### config.mk
export PLATFORM = sky130hd
export DESIGN_NAME = fp_mult_iterative
export DESIGN_NICKNAME = d
export VERILOG_FILES = /design/src/rtl/fp_mult_pkg.sv /design/src/rtl/fp_classify.sv /design/src/rtl/fp_mult_iterative.sv
export SDC_FILE = /design/constraint.sdc
export NUM_CORES = 1
export LEC_CHECK = 0
export CAP_MARGIN = 10
export CORE_MARGIN = 2
export CORE_UTILIZATION = 59
export CTS_CLUSTER_SIZE = 24
export DETAILED_ROUTE_END_ITERATION = 10
export GPL_ROUTABILITY_DRIVEN = 0
export PLACE_DENSITY = 0.92
export SYNTH_ARGS = -nofsm -noshare
export SYNTH_HDL_FRONTEND = slang
export SYNTH_HIERARCHICAL = 1
export SYNTH_SLANG_ARGS = --single-unit
### constraint.sdc
create_clock -name clk -period 6.8 [get_ports clk]
set_clock_uncertainty 0.1 [all_clocks]
set_input_delay 0.68 -clock clk [delete_from_list [all_inputs] [get_ports clk]]
set_output_delay 0.68 -clock clk [all_outputs]
set_load 0.02 [all_outputs]
### src/rtl/fp_mult_pkg.sv
// fp_mult_pkg: shared FSM states, flag indices and width helpers for fp_mult_iterative.
package fp_mult_pkg;

    typedef enum logic [1:0] {IDLE, MULT, NORM, DONE} state_t;

    localparam int FLAG_ZERO = 3;
    localparam int FLAG_PINF = 2;
    localparam int FLAG_NINF = 1;
    localparam int FLAG_NAN  = 0;

    function automatic int fp_bias(input int exp_w);
        return (1 << (exp_w - 1)) - 1;
    endfunction

    function automatic int fp_width(input int exp_w, input int man_w);
        return 1 + exp_w + man_w;
    endfunction

    function automatic logic [3:0] flag_bit(input int idx);
        return 4'(1 << idx);
    endfunction

endpackage

### src/rtl/fp_classify.sv
// fp_classify: flags an operand magnitude (exp, man) as zero, infinity or NaN; subnormals read as zero.
module fp_classify #(
    parameter int EXP_W = 8,
    parameter int MAN_W = 23
) (
    input  logic [EXP_W+MAN_W-1:0] op_i,
    output logic                   is_zero_o,
    output logic                   is_inf_o,
    output logic                   is_nan_o
);
    logic exp_ones, man_zero;

    assign exp_ones  = &op_i[EXP_W+MAN_W-1 -: EXP_W];
    assign man_zero  = op_i[MAN_W-1:0] == '0;
    assign is_zero_o = op_i[EXP_W+MAN_W-1 -: EXP_W] == '0;
    assign is_inf_o  = exp_ones && man_zero;
    assign is_nan_o  = exp_ones && !man_zero;

endmodule

### src/rtl/fp_mult_iterative.sv
// fp_mult_iterative: multi-cycle shift-add floating-point multiplier with valid/ready handshakes.
// Define FP_MULT_ROUND_NEAREST_EN for round-to-nearest-even; otherwise the mantissa truncates.
module fp_mult_iterative
    import fp_mult_pkg::*;
#(
    parameter int EXP_W = 8,
    parameter int MAN_W = 23
) (
    input  logic                 clk,
    input  logic                 reset,
    input  logic                 in_valid,
    output logic                 in_ready,
    input  logic [EXP_W+MAN_W:0] dataA,
    input  logic [EXP_W+MAN_W:0] dataB,
    output logic                 out_valid,
    input  logic                 out_ready,
    output logic [EXP_W+MAN_W:0] dataR,
    output logic [3:0]           casesspecial
);
    localparam int W  = fp_width(EXP_W, MAN_W);
    localparam int PW = 2 * (MAN_W + 1);
    localparam int CW = $clog2(MAN_W + 1);
    localparam logic [EXP_W+1:0] BIAS_V = (EXP_W+2)'(fp_bias(EXP_W));
    localparam logic [EXP_W+1:0] EMAX   = (EXP_W+2)'((1 << EXP_W) - 1);

    state_t        state_q;
    logic [W-1:0]  a_q, b_q, data_r_q;
    logic [PW-1:0] acc_q, acc_d;
    logic [CW-1:0] cnt_q;
    logic [3:0]    flags_q;
    logic          in_ready_q, out_valid_q;

    logic zero_a, inf_a, nan_a, zero_b, inf_b, nan_b;

    fp_classify #(.EXP_W(EXP_W), .MAN_W(MAN_W)) u_cls_a (
        .op_i(dataA[W-2:0]), .is_zero_o(zero_a), .is_inf_o(inf_a), .is_nan_o(nan_a)
    );
    fp_classify #(.EXP_W(EXP_W), .MAN_W(MAN_W)) u_cls_b (
        .op_i(dataB[W-2:0]), .is_zero_o(zero_b), .is_inf_o(inf_b), .is_nan_o(nan_b)
    );

    // Special-operand result, resolved at accept in NaN > inf > zero priority
    logic         in_sign, spec_nan, spec_inf, is_spec;
    logic [W-1:0] spec_r;
    logic [3:0]   spec_f;

    always_comb begin
        in_sign  = dataA[W-1] ^ dataB[W-1];
        spec_nan = nan_a | nan_b | (inf_a & zero_b) | (zero_a & inf_b);
        spec_inf = inf_a | inf_b;
        is_spec  = spec_nan | spec_inf | zero_a | zero_b;
        spec_r   = spec_nan ? {1'b0, {EXP_W{1'b1}}, 1'b1, {(MAN_W-1){1'b0}}}
                 : spec_inf ? {in_sign, {EXP_W{1'b1}}, {MAN_W{1'b0}}}
                 : {in_sign, {(W-1){1'b0}}};
        spec_f   = spec_nan ? flag_bit(FLAG_NAN)
                 : spec_inf ? flag_bit(in_sign ? FLAG_NINF : FLAG_PINF)
                 : flag_bit(FLAG_ZERO);
    end

    logic [MAN_W:0] b_full;

    always_comb begin
        b_full = {1'b1, b_q[MAN_W-1:0]};
        acc_d  = acc_q + (b_full[cnt_q] ? (PW'({1'b1, a_q[MAN_W-1:0]}) << cnt_q) : '0);
    end

    logic             hi, rnd, carry, sign_q, ovf, unf;
    logic [MAN_W-1:0] man_t, man_n;
    logic [MAN_W:0]   man_sum;
    logic [EXP_W+1:0] exp_n;
    logic [W-1:0]     norm_r;
    logic [3:0]       norm_f;

    // Exponent kept in EXP_W+2 bits so its MSB acts as the sign of an underflowed result
    always_comb begin
        hi     = acc_q[PW-1];
        sign_q = a_q[W-1] ^ b_q[W-1];
        man_t  = hi ? acc_q[PW-2 -: MAN_W] : acc_q[PW-3 -: MAN_W];
`ifdef FP_MULT_ROUND_NEAREST_EN
        rnd    = hi ? acc_q[MAN_W] & ((|acc_q[MAN_W-1:0]) | man_t[0])
                    : acc_q[MAN_W-1] & ((|acc_q[MAN_W-2:0]) | man_t[0]);
`else
        rnd    = 1'b0;
`endif
        man_sum = {1'b0, man_t} + (MAN_W+1)'(rnd);
        carry   = man_sum[MAN_W];
        man_n   = man_sum[MAN_W-1:0];
        exp_n   = {2'b00, a_q[W-2 -: EXP_W]} + {2'b00, b_q[W-2 -: EXP_W]} - BIAS_V
                + (EXP_W+2)'(hi) + (EXP_W+2)'(carry);
        ovf     = !exp_n[EXP_W+1] && exp_n >= EMAX;
        unf     = exp_n[EXP_W+1] || exp_n == '0;
        norm_r  = ovf ? {sign_q, {EXP_W{1'b1}}, {MAN_W{1'b0}}}
                : unf ? {sign_q, {(W-1){1'b0}}}
                : {sign_q, exp_n[EXP_W-1:0], man_n};
        norm_f  = ovf ? flag_bit(sign_q ? FLAG_NINF : FLAG_PINF)
                : unf ? flag_bit(FLAG_ZERO)
                : 4'b0000;
    end

    always_ff @(posedge clk or posedge reset) begin
        if (reset) begin
            state_q     <= IDLE;
            in_ready_q  <= 1'b1;
            out_valid_q <= 1'b0;
            data_r_q    <= '0;
            flags_q     <= '0;
            a_q         <= '0;
            b_q         <= '0;
            acc_q       <= '0;
            cnt_q       <= '0;
        end else begin
            case (state_q)
                IDLE: if (in_valid && in_ready_q) begin
                    a_q        <= dataA;
                    b_q        <= dataB;
                    acc_q      <= '0;
                    cnt_q      <= '0;
                    in_ready_q <= 1'b0;
                    if (is_spec) begin
                        state_q     <= DONE;
                        out_valid_q <= 1'b1;
                        data_r_q    <= spec_r;
                        flags_q     <= spec_f;
                    end else begin
                        state_q <= MULT;
                    end
                end
                MULT: begin
                    acc_q <= acc_d;
                    cnt_q <= cnt_q + CW'(1);
                    if (cnt_q == CW'(MAN_W)) state_q <= NORM;
                end
                NORM: begin
                    state_q     <= DONE;
                    out_valid_q <= 1'b1;
                    data_r_q    <= norm_r;
                    flags_q     <= norm_f;
                end
                DONE: if (out_ready) begin
                    state_q     <= IDLE;
                    out_valid_q <= 1'b0;
                    in_ready_q  <= 1'b1;
                end
                default: state_q <= IDLE;
            endcase
        end
    end

    assign in_ready     = in_ready_q;
    assign out_valid    = out_valid_q;
    assign dataR        = data_r_q;
    assign casesspecial = flags_q;

endmodule

==> impl_metrics.ini, run 1 <==
[run_status]
status = complete, no violations

[pwr]
p_total_mw = 6.44
power-per-cell-area_mw_per_mm2 = 498
leakage_nw = 5.50
worst_ir_drop_vdd_mv = 0.290

[synth]
muxShareOfSynthArea = 0.165
syn_area_per_cell_um2 = 9.27
number_of_enable_type_register_cells_in_the_synthesized_netlist = 0
netlist_area_before_placement_mm2 = 0.0111
simple_gate_share_of_the_synthesized_area = 0.145
synth_xor_area_frac = 0.0409
synth_area_leader_cell = dfrtp_1
yosys_warnings = 6
yosys_top_cell_area_share = 0.350
cells_after_synthesis = 1202
prevailing_post_synth_register_cell = dfrtp_1
yosys.area_share.adder = 0.0833
synth_cell_types = 62
seq_area_frac_synth = 0.353
synth_compound_area_frac = 0.180
ys_async_sr_fraction = 1.00
synth_top_family_by_area = compound AO/OA/AOI/OAI gates
ys_seq_elements = 157
synth.top_cells.by_area = dfrtp_1 (35%), ha_1 (8.0%), mux2_2 (7.8%)
postSynthNetCount = 1343

[critical_path]
timing.critical_path.arrival_ns = 6.16
path_class = register to register
worstSetupStartpointType = register
crit_chain = mux4_2 -> mux4_2 -> nand2_1 -> or2_2 -> nor4_1 -> ha_1 -> fa_1 -> a21o_1 -> a221oi_2 -> o31a_1 -> a41oi_1 -> a211oi_1 -> o21ai_1 -> a31oi_1 -> o21bai_1 -> xnor2_1 -> o21ai_0
cp_slowest_cell = dfrtp_2
slowest_delay_ns = 1.01
critical_path_peak_fanout = 41
worst_ep_required_time_ns = 7.00
worstSetupEndpointType = register
critPathMostFrequentCell = mux4_2

[global_route]
overflow = 0
first_pass_grt_wire_length_um = 47700
grt_start_max_net_pins = 81
grt_antenna_before_repair = 0
gr-usage-all-layers = 0.298
first_global_vias = 9511

[drt]
drt_drc_violations_left = 0
detail_route.first_pass.iterations = 8
vias_per_cell = 6.52
routed_wire_length_per_instance_um = 19.2
drt_wl_total_um = 29200
detailroute.via_count = 9881
drt_first_iter_violations = 1232
ant_nets = 0

[timing]
setup_viol_count_final = 0
setup_total_negative_slack_ns = 0
finalHoldViolCount = 0
final_min_period_over_clock_period = 0.875
fin_worst_hold_slack_ns = 0.387
slew_headroom = 0.337
clock.fmax_mhz = 168
period_needed_ns = 5.95
rsz0062_at_grt = no
maxSlewViolCount = 0
setup_slack_ns = 0.848
max_slew.worst_pin.slew_ns = 0.995

[floorplan]
die-area_mm2 = 0.0200
placeable_area_mm2 = 0.0186
die_h_um = 141
core.rowCount = 50
initial_core_utilization = 0.598
design.portCount = 106
die_width_um = 141

[clock_network]
ctsHtreeMaxLevel = 4
cts.reportedPaths.clkPinSlew_ns = 0.06
cts_buffers = 17
cts_tree = built
insertion_delay_ns = 0.44
ctsHoldBuffers = 0
post_cts_resized = 0
post_cts.repair.setup_buffers = 0
cts.path.max_buffers = 2
cts-root-buf = clkbuf_16
cts_num_sinks = 157

[layout]
drive_above_1_share = 0.127
antenna_diode_count = 0
design.final.nets = 1409
design_area_mm2 = 0.0129
area.growth.synth_to_final_pct = 15.9

[run]
maximum_capacitance_violations = 0

[placement]
pre_cts_worst_setup_slack_ns = 1.03
detailed_place_hpwl_um = 20700
placed_area_mm2 = 0.0123
io_buffer_count = 105

[worst_hold_path]
hold_class = register to register
==> path summary, 6_finish.rpt <==
check                               start        end  slack (ns)  depth (start not counted)
worst max register to register   cnt_q[0]  acc_q[46]        0.85                         17
min in group asynchronous           reset    b_q[30]        0.62                          2
max in group asynchronous           reset   cnt_q[0]        4.48                          3
worst min-delay path            dataR[16]  dataR[16]        0.39                          2
worst max-delay path             cnt_q[0]  acc_q[46]        0.85                         17
worst min register to register  dataR[16]  dataR[16]        0.39                          2
==> cells in the final DEF (no fill, tap or decap), types with 6 or more instances in the layout <==
cell type / netlist / layout
dfrtp_1: 156 / 155
nand2_1: 143 / 143
clkdlybuf4s50_1: 0 / 105
nor2_1: 86 / 86
o21ai_0: 84 / 84
mux2_2: 77 / 77
a21oi_1: 77 / 76
ha_1: 71 / 71
mux2i_1: 54 / 54
o21ai_1: 34 / 34
inv_1: 29 / 28
a21o_1: 27 / 27
xnor2_1: 27 / 27
xor2_1: 25 / 25
nand3_1: 24 / 23
mux4_2: 19 / 19
nor3_1: 17 / 17
clkbuf_16: 0 / 17
nor4_1: 16 / 16
a211oi_1: 16 / 16
nand4_1: 14 / 14
nor2b_1: 10 / 10
a31oi_1: 9 / 9
and2_1: 9 / 9
o21bai_1: 9 / 9
buf_4: 0 / 9
and3_1: 8 / 8
or4_1: 7 / 7
a22oi_1: 6 / 6
inv_6: 0 / 6
==> metrics by stage <==
step | utilization | cells
final | 0.693 | 1515
after detailed placement | 0.661 | 1483
after CTS | 0.693 | 1515
after global placement | 0.661 | 1483
after floorplan | - | 1202
after global routing | 0.693 | 1515
==> routing by layer <==
metal  GRT usage  vias to the layer above  part of all wire
li1            -                     4521                 -
met1       0.390                     4688              0.41
met2       0.488                      551              0.47
met3      0.0584                      121             0.078
met4       0.124                        0             0.039
met5           0                        -                 0
==> synthesized netlist by cell type, drive strengths merged (7+ instances only) <==
cell type and count:
dfrtp 156, nand2 143, o21ai 119, nor2 86, a21oi 78, mux2 77
ha 71, mux2i 54, clkbuf 53, inv 29, a21o 27, xnor2 27
xor2 25, nand3 24, mux4 19, a211oi 18, nor3 17, nor4 16
nand4 15, buf 14, a31oi 10, nor2b 10, and2 9, o21bai 9
and3 8, or4 7
==> area by class of cell <==
| type | instances | area [um2] |
|---|---|---|
| clock inverters | 10 | 126 |
| clock buffers | 22 | 474 |
| inverters | 30 | 118 |
| flip-flops and latches | 157 | 3930 |
| fillers | 1313 | 5720 |
| multi-input cells | 948 | 6860 |
| well taps | 234 | 293 |
| repair buffers | 114 | 1120 |
==> sequential cells by signal, summed over array words and instances (netlist names) <==
name / cells
out_valid: 1
dataR: 32
acc_q: 48
a_q: 32
casesspecial: 4
state_q: 2
cnt_q: 5
in_ready: 1
b_q: 32
==> worst max-delay path: cells and delay by family, from the launching register on <==
family,cells,cell delay (ns)
AO/OA/AOI/OAI,9,2.14
XOR/XNOR,1,0.16
adder cells (fa/ha/maj),2,0.67
flip-flops,1,1.01
AND/OR/NAND/NOR,3,0.58
multiplexers,2,1.15
==> cell families after synthesis <==
| family | after synthesis |
|---|---|
| flops | 157 |
| simple gates | 354 |
| compound gates | 319 |
| mux | 150 |
| fa+ha+maj | 73 |
| buf+inv | 97 |
| xor+xnor | 52 |
==> where the power goes <==
part | switching, mW | total (mW) | internal (mW)
clock network | 0.406 | 0.981 | 0.576
registers | 0.358 | 1.64 | 1.28
logic | 2.22 | 3.82 | 1.59
total | 2.99 | 6.44 | 3.45
(Power assumes the default switching activity.)
==> run 2: changes to the inputs <==
==> constraint.sdc (replaced) <==
create_clock -name clk -period 6.8 [get_ports clk]
set_clock_uncertainty 0.1 [all_clocks]
set_input_delay 1.02 -clock clk [delete_from_list [all_inputs] [get_ports clk]]
set_output_delay 1.02 -clock clk [all_outputs]
set_load 0.02 [all_outputs]
==> run 2 against run 1 <==
Register-to-register slack improved by 0.08 ns. Sequential power barely moved. Critical endpoint unchanged. Non-clock buffer count did not move. Utilization fell by 0.10 points. Largest power group unchanged. Largest cell class unchanged.
==> impl_metrics.ini, run 2 (synthesized netlist as in run 1, its figures left out) <==
[run_status]
status = complete, no violations

[floorplan]
placeable_area_mm2 = 0.0186
design.portCount = 106
die-area_mm2 = 0.0200
die_h_um = 141
initial_core_utilization = 0.598
die_width_um = 141
core.rowCount = 50

[pwr]
power.share.clock = 0.149
worst_ir_drop_vdd_mv = 0.312
comb_power_share = 0.597
seq_power_share = 0.255
power_report.internal_total_mw = 3.43
power-per-cell-area_mw_per_mm2 = 496
p_switching_mw = 2.96
leakage_nw = 5.50
power.share.switching = 0.464

[timing]
period_needed_ns = 5.87
rsz0062_at_grt = no
setup_viol_count_final = 0
finalHoldViolCount = 0
final_min_period_over_clock_period = 0.864
setup_total_negative_slack_ns = 0
max_slew.worst_pin.slew_ns = 0.968
slew_headroom = 0.355
clock.fmax_mhz = 170
maxSlewViolCount = 0

[global_route]
grt_start_max_net_pins = 88
first_pass_grt_wire_length_um = 46700
grt_antenna_before_repair = 0
gr-usage-all-layers = 0.290
overflow = 0
first_global_vias = 9332

[layout]
final_core_utilization = 0.692
area.growth.synth_to_final_pct = 15.8
layout_common_cells = dfrtp_1 (155), nand2_1 (143), clkdlybuf4s50_1 (105)
max_flop_register = acc_q
drive_above_1_share = 0.127
design.final.nets = 1409
antenna_diode_count = 0
largest_register_ffs = 48
mostFrequentLayoutCell = dfrtp_1

[drt]
drt_wl_total_um = 28300
detailroute.via_count = 9731
routed_wire_length_per_instance_um = 18.7
ant_nets = 0
drt_drc_violations_left = 0
detail_route.first_pass.iterations = 8
vias_per_cell = 6.42
drt_first_iter_violations = 1064

[critical_path]
path_delay_family = compound AO/OA/AOI/OAI gates
worstSetupStartpointType = register
slowest_delay_ns = 1.00
cp_slowest_cell = dfrtp_2
critPathMostFrequentCell = mux4_2
worst-r2r-cell-count = 17
worst_path_buffer_plus_inverter_count = 0
crit_chain = mux4_2 -> mux4_2 -> nand2_1 -> or2_2 -> nor4_1 -> ha_1 -> fa_1 -> a21o_1 -> a221oi_2 -> o31a_1 -> a41oi_1 -> a211oi_1 -> o21ai_1 -> a31oi_1 -> o21bai_1 -> xnor2_1 -> o21ai_0
r2r-end = acc_q[46]
critical_path_peak_fanout = 41
worst_ep_required_time_ns = 7.00
worstSetupPathDepth = 17
crit_path_start = cnt_q[0]
reg2reg_slack_ns = 0.93
path_class = register to register
worstSetupEndpointType = register
timing.critical_path.arrival_ns = 6.07
critical_path.reg2reg.startpoint = cnt_q[0]
crit_end = acc_q[46]

[clock_network]
cts_num_sinks = 157
insertion_delay_ns = 0.45
cts-root-buf = clkbuf_16
ctsHoldBuffers = 0
cts.path.max_buffers = 2
post_cts_resized = 0
cts.reportedPaths.clkPinSlew_ns = 0.06
ctsHtreeMaxLevel = 4
cts_buffers = 17
cts_tree = built
post_cts.repair.setup_buffers = 0

[run]
maximum_capacitance_violations = 0

[placement]
io_buffer_count = 105
detailed_place_hpwl_um = 20600

[worst_hold_path]
min_path_cells = 2
hold_class = register to register
==> run 2: worst min path at each step <==
stage	slack [ns]	end	start
finish	0.38	dataR[20]	dataR[20]
CTS	0.39	dataR[20]	dataR[20]
detailed placement	0.37	dataR[20]	dataR[20]
global route	0.41	casesspecial[1]	casesspecial[1]
floorplan	0.36	acc_q[10]	acc_q[10]
global placement	0.36	casesspecial[0]	casesspecial[0]
==> run 2: area by class of cell <==
cell class                 count  area (um2)
inverter                      30         118
fill                        1315        5740
multi-input combinational    948        6860
sequential                   157        3930
timing repair buffer         114        1120
tap                          234         293
clock inverter                12         135
clock buffer                  20         447
==> run 2: power groups by stage <==
stage | combinational [mW] | clock [mW] | sequential (mW)
after CTS | 3.72 | 0.958 | 1.62
after global routing | 4.14 | 1.00 | 1.67
final | 3.82 | 0.951 | 1.63
after floorplan | 2.86 | 0 | 1.52
after global placement | 3.54 | 0 | 1.59
after detailed placement | 3.67 | 0 | 1.63
==> run 2: metal layers <==
metal  up-vias  share of wire  GRT usage  wire length, um
li1       4518              -          -                -
met4         0          0.034      0.126              963
met5         -              0          0                0
met1      4661           0.42      0.382            11900
met2       466           0.47      0.469            13400
met3        86          0.074     0.0597             2090
==> run 2: per-stage QoR <==
step           power, mW  area [um2]  hold slack (ns)  cells  worst slack (ns)
2_1_floorplan       4.38       11100            0.356   1202              1.45
3_3_place_gp        5.13       12300            0.363   1483              1.23
3_5_place_dp        5.30       12300            0.372   1483              1.06
4_1_cts             6.30       12900            0.386   1515             0.996
5_1_grt             6.82       12900            0.410   1515             0.555
6_report            6.39       12900            0.379   1515             0.927
==> run 2: worst register-to-register path: stages, from the launching register on <==
cell and delay [ns]:
dfrtp_2 1.00, mux4_2 0.65, mux4_2 0.49, nand2_1 0.24, or2_2 0.26, nor4_1 0.07
ha_1 0.25, fa_1 0.41, a21o_1 0.20, a221oi_2 0.44, o31a_1 0.29, a41oi_1 0.20
a211oi_1 0.43, o21ai_1 0.22, a31oi_1 0.20, o21bai_1 0.09, xnor2_1 0.12, o21ai_0 0.08
